**config.mk**
```make
export PLATFORM = sky130hd
export DESIGN_NAME = srclist_split
export DESIGN_NICKNAME = d
export VERILOG_FILES = /design/src/rtl/srclist_split_pkg.sv /design/src/rtl/srclist_split_lsb_prio_enc.sv /design/src/rtl/srclist_split.sv
export SDC_FILE = /design/constraint.sdc
export NUM_CORES = 1
export LEC_CHECK = 0
export ABC_CLOCK_PERIOD_IN_PS = 3500
export BUFFER_PORTS_ARGS = -buffer_cell sky130_fd_sc_hd__buf_2
export CAP_MARGIN = 20
export CORE_MARGIN = 1
export CORE_UTILIZATION = 30
export CTS_BUF_LIST = sky130_fd_sc_hd__clkbuf_2
export DETAILED_ROUTE_END_ITERATION = 10
export HOLD_SLACK_MARGIN = 0.03
export MAX_ROUTING_LAYER = met4
export SYNTH_ARGS = -nofsm -noshare
export SYNTH_HDL_FRONTEND = slang
export SYNTH_HIERARCHICAL = 1
export SYNTH_SLANG_ARGS = --single-unit
export TNS_END_PERCENT = 20
```
**constraint.sdc**
```tcl
create_clock -name clk -period 3.5 [get_ports clk]
set_input_delay 0.525 -clock clk [delete_from_list [all_inputs] [get_ports clk]]
set_output_delay 0.525 -clock clk [all_outputs]
set_load 0.005 [all_outputs]
```
**src/rtl/srclist_split_pkg.sv**
```systemverilog
// Shared definitions for the merged-packet fan-out unit: default widths
// matching the global width set and the splitter FSM state encoding.
package srclist_split_pkg;

    // Default widths: 16 nodes, 4-bit node index, 32-bit address, 2-bit flit ID.
    localparam int SRC_LIST_WIDTH_D = 16;
    localparam int DST_WIDTH_D      = 4;
    localparam int MEM_ADDR_WIDTH_D = 32;
    localparam int NUM_FLIT_WIDTH_D = 2;

    // IDLE waits for a merged descriptor, SPLIT walks its requester mask.
    typedef enum logic {
        ST_IDLE  = 1'b0,
        ST_SPLIT = 1'b1
    } split_state_t;

endpackage

```
**src/rtl/srclist_split_lsb_prio_enc.sv**
```systemverilog
// Lowest-set-bit priority encoder. Returns the index of the least
// significant set bit (0 for an all-zero vector) and flags vectors with at
// most one bit set, which the splitter uses to mark the final unicast.
module lsb_prio_enc
    import srclist_split_pkg::*;
#(
    parameter int SRC_LIST_WIDTH = SRC_LIST_WIDTH_D,
    parameter int DST_WIDTH      = DST_WIDTH_D
) (
    input  logic [SRC_LIST_WIDTH-1:0] vec,
    output logic [DST_WIDTH-1:0]      idx,
    output logic                      onehot_or_zero
);

    // Scan from the top down so the lowest set bit is the last writer and wins.
    always_comb begin
        idx = '0;
        for (int i = SRC_LIST_WIDTH - 1; i >= 0; i--) begin
            if (vec[i]) begin
                idx = DST_WIDTH'(i);
            end
        end
    end

    // Clearing the lowest set bit leaves zero only if at most one bit was set.
    assign onehot_or_zero = ((vec & (vec - SRC_LIST_WIDTH'(1))) == '0);

endmodule

```
**src/rtl/srclist_split.sv**
```systemverilog
// Fan-out unit for carpooled packets. Accepts one merged descriptor at a
// time and emits one unicast descriptor per requester named in its source
// mask, lowest index first. A descriptor with an empty mask is dropped and
// reported through a one-cycle err_empty pulse.
module srclist_split
    import srclist_split_pkg::*;
#(
    parameter int SRC_LIST_WIDTH = SRC_LIST_WIDTH_D,
    parameter int DST_WIDTH      = DST_WIDTH_D,
    parameter int ADDR_WIDTH     = MEM_ADDR_WIDTH_D,
    parameter int FLITID_WIDTH   = NUM_FLIT_WIDTH_D
) (
    input  logic                      clk,
    input  logic                      reset,

    input  logic                      in_valid,
    output logic                      in_ready,
    input  logic [SRC_LIST_WIDTH-1:0] in_srcList,
    input  logic [ADDR_WIDTH-1:0]     in_addr,
    input  logic [FLITID_WIDTH-1:0]   in_flitID,

    output logic                      out_valid,
    input  logic                      out_ready,
    output logic [DST_WIDTH-1:0]      out_dst,
    output logic [ADDR_WIDTH-1:0]     out_addr,
    output logic [FLITID_WIDTH-1:0]   out_flitID,
    output logic                      out_last,
    output logic [DST_WIDTH:0]        out_fanout,
    output logic                      err_empty
);

    split_state_t              state_q;
    split_state_t              state_d;

    logic [SRC_LIST_WIDTH-1:0] pending;
    logic [ADDR_WIDTH-1:0]     addr_q;
    logic [FLITID_WIDTH-1:0]   flitID_q;
    logic [DST_WIDTH:0]        fanout_q;
    logic                      err_q;

    logic [DST_WIDTH-1:0]      enc_idx;
    logic                      enc_single;
    logic [DST_WIDTH:0]        in_popcnt;
    logic                      in_nonzero;
    logic                      accept;
    logic                      load;
    logic                      fire;

    lsb_prio_enc #(
        .SRC_LIST_WIDTH (SRC_LIST_WIDTH),
        .DST_WIDTH      (DST_WIDTH)
    ) u_enc (
        .vec            (pending),
        .idx            (enc_idx),
        .onehot_or_zero (enc_single)
    );

    // Popcount of the incoming mask; one extra bit so a full mask fits.
    always_comb begin
        in_popcnt = '0;
        for (int i = 0; i < SRC_LIST_WIDTH; i++) begin
            in_popcnt = in_popcnt + (DST_WIDTH + 1)'(in_srcList[i]);
        end
    end

    assign in_nonzero = (in_srcList != '0);
    assign accept     = in_valid & in_ready;
    assign load       = accept & in_nonzero;
    assign fire       = out_valid & out_ready;

    // Next state and handshake outputs; in_ready never looks at in_valid.
    always_comb begin
        state_d   = state_q;
        in_ready  = 1'b0;
        out_valid = 1'b0;
        out_last  = 1'b0;
        case (state_q)
            ST_IDLE: begin
                in_ready = 1'b1;
                if (in_valid && in_nonzero) begin
                    state_d = ST_SPLIT;
                end
            end
            ST_SPLIT: begin
                out_valid = 1'b1;
                out_last  = enc_single;
                // The final beat frees the slot, so a new descriptor can be
                // taken in the same cycle and splitting continues bubble-free.
                in_ready  = out_ready & enc_single;
                if (out_ready && enc_single) begin
                    state_d = (in_valid && in_nonzero) ? ST_SPLIT : ST_IDLE;
                end
            end
            default: begin
                state_d = ST_IDLE;
            end
        endcase
    end

    // FSM state register.
    always_ff @(posedge clk or posedge reset) begin
        if (reset) begin
            state_q <= ST_IDLE;
        end else begin
            state_q <= state_d;
        end
    end

    // Descriptor latch and per-beat retirement of the lowest pending requester.
    always_ff @(posedge clk or posedge reset) begin
        if (reset) begin
            pending  <= '0;
            addr_q   <= '0;
            flitID_q <= '0;
            fanout_q <= '0;
        end else if (load) begin
            pending  <= in_srcList;
            addr_q   <= in_addr;
            flitID_q <= in_flitID;
            fanout_q <= in_popcnt;
        end else if (fire) begin
            pending  <= pending & (pending - SRC_LIST_WIDTH'(1));
        end
    end

    // Empty-mask descriptors are swallowed; flag them for one cycle.
    always_ff @(posedge clk or posedge reset) begin
        if (reset) begin
            err_q <= 1'b0;
        end else begin
            err_q <= accept & ~in_nonzero;
        end
    end

    assign out_dst    = enc_idx;
    assign out_addr   = addr_q;
    assign out_flitID = flitID_q;
    assign out_fanout = fanout_q;
    assign err_empty  = err_q;

endmodule

```
==> summary.txt, run 1 <==
Status
  – Status: finished clean

Synthesis
  – Mapped Cells: 260
  – Ys Warns: 6
  – Yosys cell types: 38
  – Synthesized Nets: 330
  – Syn_area_per_cell: 11.67 um2
  – Seq/Total Area, Yosys: a little under half
  – Mapped Area: 0.003035 mm2
  – Synth Register Bits: 57

Global routing
  – Largest net degree at the start of global routing: 32
  – GRT Resource Usage Total: roughly 14%
  – Initial antenna violation count: 0
  – Vias in the first global route: 2391
  – Total grt overflow: 0
  – First-pass GRT wire length: 11.22 mm

Clock tree
  – H-Tree Depth: 3
  – CTS root buf: clkbuf_2
  – Worst-path clk slew: roughly 0.16 ns
  – Clk buf depth: 2
  – CTS tree: done
  – Clock Sink Count: 57
  – CTS Buf Count: 9
  – Cts hold-fix bufs: 0
  – Clk_lat worst skew: approximately 0.46 ns

Timing
  – Final Hold Vio Count: 0
  – Final Slew Violations: 0
  – Min Clock Period, post-route: between 3 and 4 ns
  – # setup viols final: 0
  – Tcrit/Tclk final: 94.87%
  – Setup TNS: 0 ns
  – Skew final: 0.01762 ns
  – Slew of the pin with the lowest slew margin: between 0.6 and 0.7 ns
  – Achievable Freq: 301.2 MHz
  – Max-Slew Margin vs Limit: 59.44%

Job
  – Max Cap Viol: 0

Drt
  – Drc violations: 0
  – DR iter-0 viols: 62
  – Vias post-DR: 2390
  – Detail Route Antenna Nets: 0
  – Wire length per cell: 13.08 um
  – Aggregate routed wire length: 6.761 mm
  – Vias/cell: 4.623
  – Drt pass-1 iters: 4

Placement
  – Cell count after placement: 495
  – GPL Wtd Cong: 0.7984
  – Count of input and output buffers: 100
  – DP HPWL: 5.184 mm
  – Dpl cell area: 0.003745 mm2

Finish
  – Fillers: 1003
  – Final net count: 449
  – Layout cell share with drive strength beyond 1: 47.92%
  – Final instance area: between 0.003 and 0.004 mm2
  – P&R area growth vs syn: 27.99%
  – ANT cells: 0
  – Final Util: 39.75%
  – Final Non-Filler Cells: 517

Die
  – Initial Utilization: roughly 31%
  – Die Area: approximately 0.011 mm2
  – Die Span X: 102.6 um
  – Ports: 101
  – Core area: 0.009774 mm2
  – Die Height: 102.6 um
  – Placement Rows: 36

Worst setup path
  – CP delay by family, top: adder cells
  – Slowest CP cell: fa_1
  – Max incr delay on CP: around 0.6 ns
  – CP Launch Type: primary input
  – Crit path capture type: register
  – Worst-path fanout max: 3
  – Worst EP required: 3.85 ns
  – Arr. time, crit path: 3.67 ns
  – Crit-path cells: buf_2, inv_1, fa_1, fa_1, fa_2, fa_1, inv_1, ha_1, inv_1, fa_2, xnor2_1, mux2_2
  – Critical path class: in2reg
  – CP Buf/Inv Count: 4

Power
  – Peak supply drop: 0.2768 mV
  – P_leak: between 2 and 2.5 nW
  – Total power: 0.003350 W
  – Power density over the cells: 862.2 mW/mm2

Min path
  – Worst Hold Class: in2async
[metrics by stage]
step | setup slack (ns) | hold WS (ns)
final | 0.1794 | 0.1014
after global routing | -0.0002109 | 0.08822
after CTS | 0.1438 | 0.06303
after detailed placement | -0.2801 | 0.4878
after global placement | -0.2620 | 0.4821
after floorplan | -0.06745 | 0.5041
[cell families (layout without fill, tap and decap cells)]
kind of cell | count (synthesis) | count (layout) | synth area share [%]
XOR/XNOR | 2 | 2 | 0.5772
AO/OA/AOI/OAI | 40 | 40 | 8.904
AND/OR/NAND/NOR | 49 | 49 | 9.192
adder cells (fa/ha/maj) | 16 | 16 | 9.068
flip-flops | 57 | 57 | 46.99
multiplexers | 55 | 55 | 19.66
buffers and inverters | 41 | 165 | 5.606
[metal layers]
| layer | GRT usage, % | wire [um] | share of wire, % | up-vias |
|---|---|---|---|---|
| met1 | 16.86 | 2871 | 42 | 1156 |
| met3 | 3.797 | 375 | 5.5 | 6 |
| met2 | 23.28 | 3461 | 51 | 68 |
| li1 | - | - | - | 1160 |
| met5 | - | 0 | 0 | - |
| met4 | 6.264 | 53 | 0.78 | 0 |
[cell usage in the layout, fill, tap and decap left out, types with 3 or more instances in the layout]
master	synthesis	routed
ha_1	6	6
nor2_1	7	7
clkinv_2	0	3
nand2_1	12	11
dfrtp_1	57	52
mux2_2	37	37
a21oi_1	7	6
inv_1	33	32
o31ai_1	5	5
o21ai_0	12	12
or3_1	4	4
buf_4	0	16
nor3_1	6	6
nor4_1	7	7
mux2i_1	18	18
fa_1	10	8
clkbuf_2	0	11
buf_2	7	100
dfrtp_2	0	5
[cell type report]
| class | count | area, um2 | area share (%) |
|---|---|---|---|
| inverters | 33 | 123.9 | 3.188 |
| multi-input cells | 162 | 1464 | 37.68 |
| clock buffers | 11 | 55.05 | 1.417 |
| well taps | 133 | 166.4 | 4.283 |
| flip-flops and latches | 57 | 1433 | 36.88 |
| repair buffers | 116 | 620.6 | 15.97 |
| clock inverters | 5 | 22.52 | 0.5797 |
[cell usage after synthesis (all sizes together)]
cell type / count / share of area, %
dfrtp: 57 / 47
mux2: 37 / 14
inv: 33 / 4.1
mux2i: 18 / 5.9
nand2: 12 / 1.5
o21ai: 12 / 2.0
fa: 10 / 6.6
buf: 8 / 1.5
nor4: 8 / 1.9
a21oi: 7 / 1.2
nor2: 7 / 0.87
nor3: 7 / 1.3
ha: 6 / 2.5
o31ai: 5 / 1.2
or3: 4 / 0.82
or4: 4 / 1.2
o41ai: 3 / 1.4
a211oi: 2 / 0.49
a22oi: 2 / 0.49
a31oi: 2 / 0.41
nor2b: 2 / 0.41
o22ai: 2 / 0.41
xnor2: 2 / 0.58
a2111oi: 1 / 0.29
a21o: 1 / 0.25
a2bb2oi: 1 / 0.29
a311oi: 1 / 0.29
and2: 1 / 0.21
nand3: 1 / 0.16
nand4: 1 / 0.21
nand4bb: 1 / 0.37
nor3b: 1 / 0.25
o21bai: 1 / 0.25
[worst paths after layout]
path,end,start,cells past startpoint,slack [ns]
min in group clk,out_addr[19],in_addr[19],2,0.28
worst max-delay path,out_fanout[2],in_srcList[0],12,0.18
worst min register to register,out_addr[4],out_addr[4],1,0.52
worst max register to register,out_addr[5],pending[2],10,0.57
worst min-delay path,out_addr[9],reset,2,0.10
max in group asynchronous,pending[0],reset,3,2.54
[worst reg2reg max path: cells and delay by family, from the launching register on]
kind | cells | cell delay [ns]
and+or+nand+nor | 7 | 1.68
DFF | 1 | 0.48
muxes | 1 | 0.32
buffers and inverters | 1 | 0.27
AOI/OAI and AO/OA | 1 | 0.09
[report_power, final]
group | switching, W | leakage (nW) | total (W) | internal, W
Combinational | 0.000821 | 1.28 | 0.00181 | 0.000993
Clock | 0.000234 | 0.0606 | 0.000326 | 0.0000917
Sequential | 0.000244 | 0.694 | 0.00121 | 0.000965
Total | 0.00130 | 2.03 | 0.00335 | 0.00205
[sequential cells by signal, indices dropped and copies added, names as in the netlist]
register,cells
err_empty,1
out_addr,32
pending,16
state_q,1
out_flitID,2
out_fanout,5
[what timing repair did]
action,4_1_cts,5_1_grt
gates resized for setup,0,7
endpoints found under the hold margin,0,0
setup endpoints to repair,0,1
setup buffers,0,6
Note: power is estimated with default switching activity, not from simulation.
==> inputs of run 2 (changes only) <==
--- a/config.mk
+++ b/config.mk
@@ -14,6 +14,7 @@
 export DETAILED_ROUTE_END_ITERATION = 10
 export HOLD_SLACK_MARGIN = 0.03
 export MAX_ROUTING_LAYER = met4
+export PLACE_DENSITY = 0.59
 export SYNTH_ARGS = -nofsm -noshare
 export SYNTH_HDL_FRONTEND = slang
 export SYNTH_HIERARCHICAL = 1
==> run 2 against run 1 <==
Against the previous run:
- die area unchanged
- first-iteration DRC count shrank 4.8%
- critical path depth is the same
- final area shrank 1.4%
- non-clock buffer count is 5 lower
- clock skew shrank 0.0012 ns
- combinational power decreased by 2%
- count of clock-buffer cells in the layout did not move
- routed wire length about the same
- critical path type unchanged
- critical endpoint unchanged
- largest cell class unchanged
- highest routed layer unchanged
==> summary.txt, run 2 (synthesis results as in run 1) <==
Finish
  – Fillers: 994 (-0.90%)
  – Commonest cells after routing, fill and taps aside: 100 x buf_2, 57 x dfrtp_1, 37 x mux2_2
  – P&R area growth vs syn: 26.17%
  – Final net count: 444 (-1.1%)
  – Final Util: 39.18% (-0.56 points)
  – Layout cell share with drive strength beyond 1: 45.65% (-2.3 points)
  – Most common cell after layout, fill and taps aside: buf_2
  – ANT cells: 0 (unchanged)
  – Final instance area: 0.003830 mm2 (-1.4%)
  – Max reg flops: 32 (unchanged)

Drt
  – Detail Route Antenna Nets: 0 (unchanged)
  – Aggregate routed wire length: 6.759 mm (about the same)
  – Wire length per cell: 13.20 um (+0.95%)
  – Drc violations: 0 (unchanged)
  – Vias post-DR: 2364 (-1.1%)
  – Vias/cell: 4.617 (-0.12%)
  – Drt pass-1 iters: 4 (unchanged)
  – DR iter-0 viols: 59 (-4.8%)

Timing
  – Achievable Freq: 303.0 MHz (+0.61%)
  – Max-Slew Margin vs Limit: 60.64% (+1.2 points)
  – Setup TNS: 0 ns (unchanged)
  – Final Hold Vio Count: 0 (unchanged)
  – Skew final: 0.01644 ns (-0.001174 ns)
  – Tcrit/Tclk final: 94.30% (-0.58 points)
  – Slew of the pin with the lowest slew margin: 0.5895 ns (-0.01803 ns)
  – Final Slew Violations: 0 (unchanged)
  – Post-route setup slack: 0.1996 ns (+0.02020 ns)
  – RSZ-0062 raised after global routing: no
  – # setup viols final: 0 (unchanged)
  – Min Clock Period, post-route: 3.300 ns (-0.02020 ns)

Min path
  – Worst Hold Class: in2async

Clock tree
  – CTS root buf: clkbuf_2
  – H-Tree Depth: 3 (unchanged)
  – CTS resizes: 0 (unchanged)
  – Cts hold-fix bufs: 0 (unchanged)
  – Clk buf depth: 2 (unchanged)
  – CTS Buf Count: 9 (unchanged)
  – Clock Sink Count: 57 (unchanged)
  – Worst-path clk slew: 0.17 ns (about the same)
  – Post-CTS Setup Bufs: 0 (unchanged)
  – CTS tree: done
  – Clk_lat worst skew: 0.47 ns (about the same)

Worst setup path
  – Critical path class: in2reg
  – CP Launch Type: primary input
  – Crit path capture type: register
  – Worst EP required: 3.87 ns (+0.02 ns)
  – Worst-path fanout max: 3 (unchanged)
  – Arr. time, crit path: 3.67 ns (about the same)

Die
  – Core area: 0.009774 mm2 (unchanged)
  – Placement Rows: 36 (unchanged)
  – Ports: 101 (unchanged)
  – Initial Utilization: 31.05% (unchanged)
  – Die Span X: 102.6 um (unchanged)
  – Die Area: 0.01052 mm2 (unchanged)
  – Die Height: 102.6 um (unchanged)

Placement
  – Dpl cell area: 0.003752 mm2 (+0.20%)
  – DP HPWL: 5.146 mm (-0.74%)
  – Count of input and output buffers: 100 (unchanged)
  – GPL Wtd Cong: 0.8105 (+1.5%)
  – Setup WS pre-CTS: -0.2946 ns (-0.01448 ns)

Power
  – P_leak: 2.012 nW (-0.98%)
  – Power density over the cells: 863.8 mW/mm2 (+0.18%)
  – Switch Pwr: 0.001297 W (-0.25%)
  – Clock Power Share: 10.0% (+0.3 points)
  – Combinational share of power: 53.5% (-0.7 points)
  – Sw Ratio: 39.20% (+0.39 points)
  – Reg power frac: 36.5% (+0.4 points)
  – Peak supply drop: 0.3413 mV (+23%)
  – Pint: 0.002011 W (-1.9%)

Status
  – Status: finished clean

Global routing
  – Initial antenna violation count: 0 (unchanged)
  – Largest net degree at the start of global routing: 31 (-3.1%)
  – First-pass GRT wire length: 11.18 mm (-0.37%)
  – GRT Resource Usage Total: 14.36% (-0.039 points)
  – Vias in the first global route: 2350 (-1.7%)
  – Total grt overflow: 0 (unchanged)

Job
  – Max Cap Viol: 0 (unchanged)
-- run 2: changes by cell type in the layout (fill, tap and decap cells not counted), sizes merged --
cell  before  now
buf      116  111
-- run 2: per-stage QoR --
stage / hold slack, ns / total power [W] / instances
2_1_floorplan: 0.5041 / 0.002395 / 260
3_3_place_gp: 0.4817 / 0.002974 / 496
3_5_place_dp: 0.4873 / 0.003014 / 496
4_1_cts: 0.06987 / 0.003362 / 512
5_1_grt: 0.09534 / 0.003623 / 512
6_report: 0.09911 / 0.003308 / 512
-- run 2: power groups by stage --
stage,logic [W],registers (W),clock network (W)
after floorplan,0.00119,0.00120,0
after global placement,0.00176,0.00121,0
after detailed placement,0.00179,0.00122,0
after CTS,0.00180,0.00121,0.000351
after global routing,0.00199,0.00126,0.000375
final,0.00177,0.00121,0.000331
-- run 2: final timing paths --
check / end / cells past startpoint / from / slack, ns
worst max-delay path: out_fanout[2] / 12 / in_srcList[0] / 0.20
worst min register to register: out_addr[1] / 1 / out_addr[1] / 0.52
worst min-delay path: out_fanout[1] / 2 / reset / 0.1
min in group clk: err_empty / 3 / in_valid / 0.28
max in group asynchronous: pending[12] / 3 / reset / 2.57
worst max register to register: out_addr[6] / 10 / pending[3] / 0.59
-- run 2: layer usage --
layer,GRT usage (%),routed length [um],vias to the layer above
met5,-,0,-
met4,5.275,89,0
met3,4.068,395,6
met2,23.28,3416,69
met1,16.96,2857,1140
li1,-,-,1149
-- run 2: area by class of cell --
class	instances	area [um2]	share of cell area, %
inverters	33	123.9	3.234
multi-input cells	162	1453	37.93
clock buffers	11	55.05	1.437
clock inverters	5	22.52	0.5880
well taps	133	166.4	4.345
flip-flops and latches	57	1426	37.24
repair buffers	111	583.1	15.22
-- run 2: critical path, cell delays in order --
cell and delay [ns]:
buf_2 0.08, inv_1 0.07, fa_1 0.58, fa_1 0.44
fa_2 0.55, fa_1 0.42, inv_1 0.07, ha_1 0.16
inv_1 0.06, fa_2 0.34, xnor2_1 0.13, mux2_2 0.25
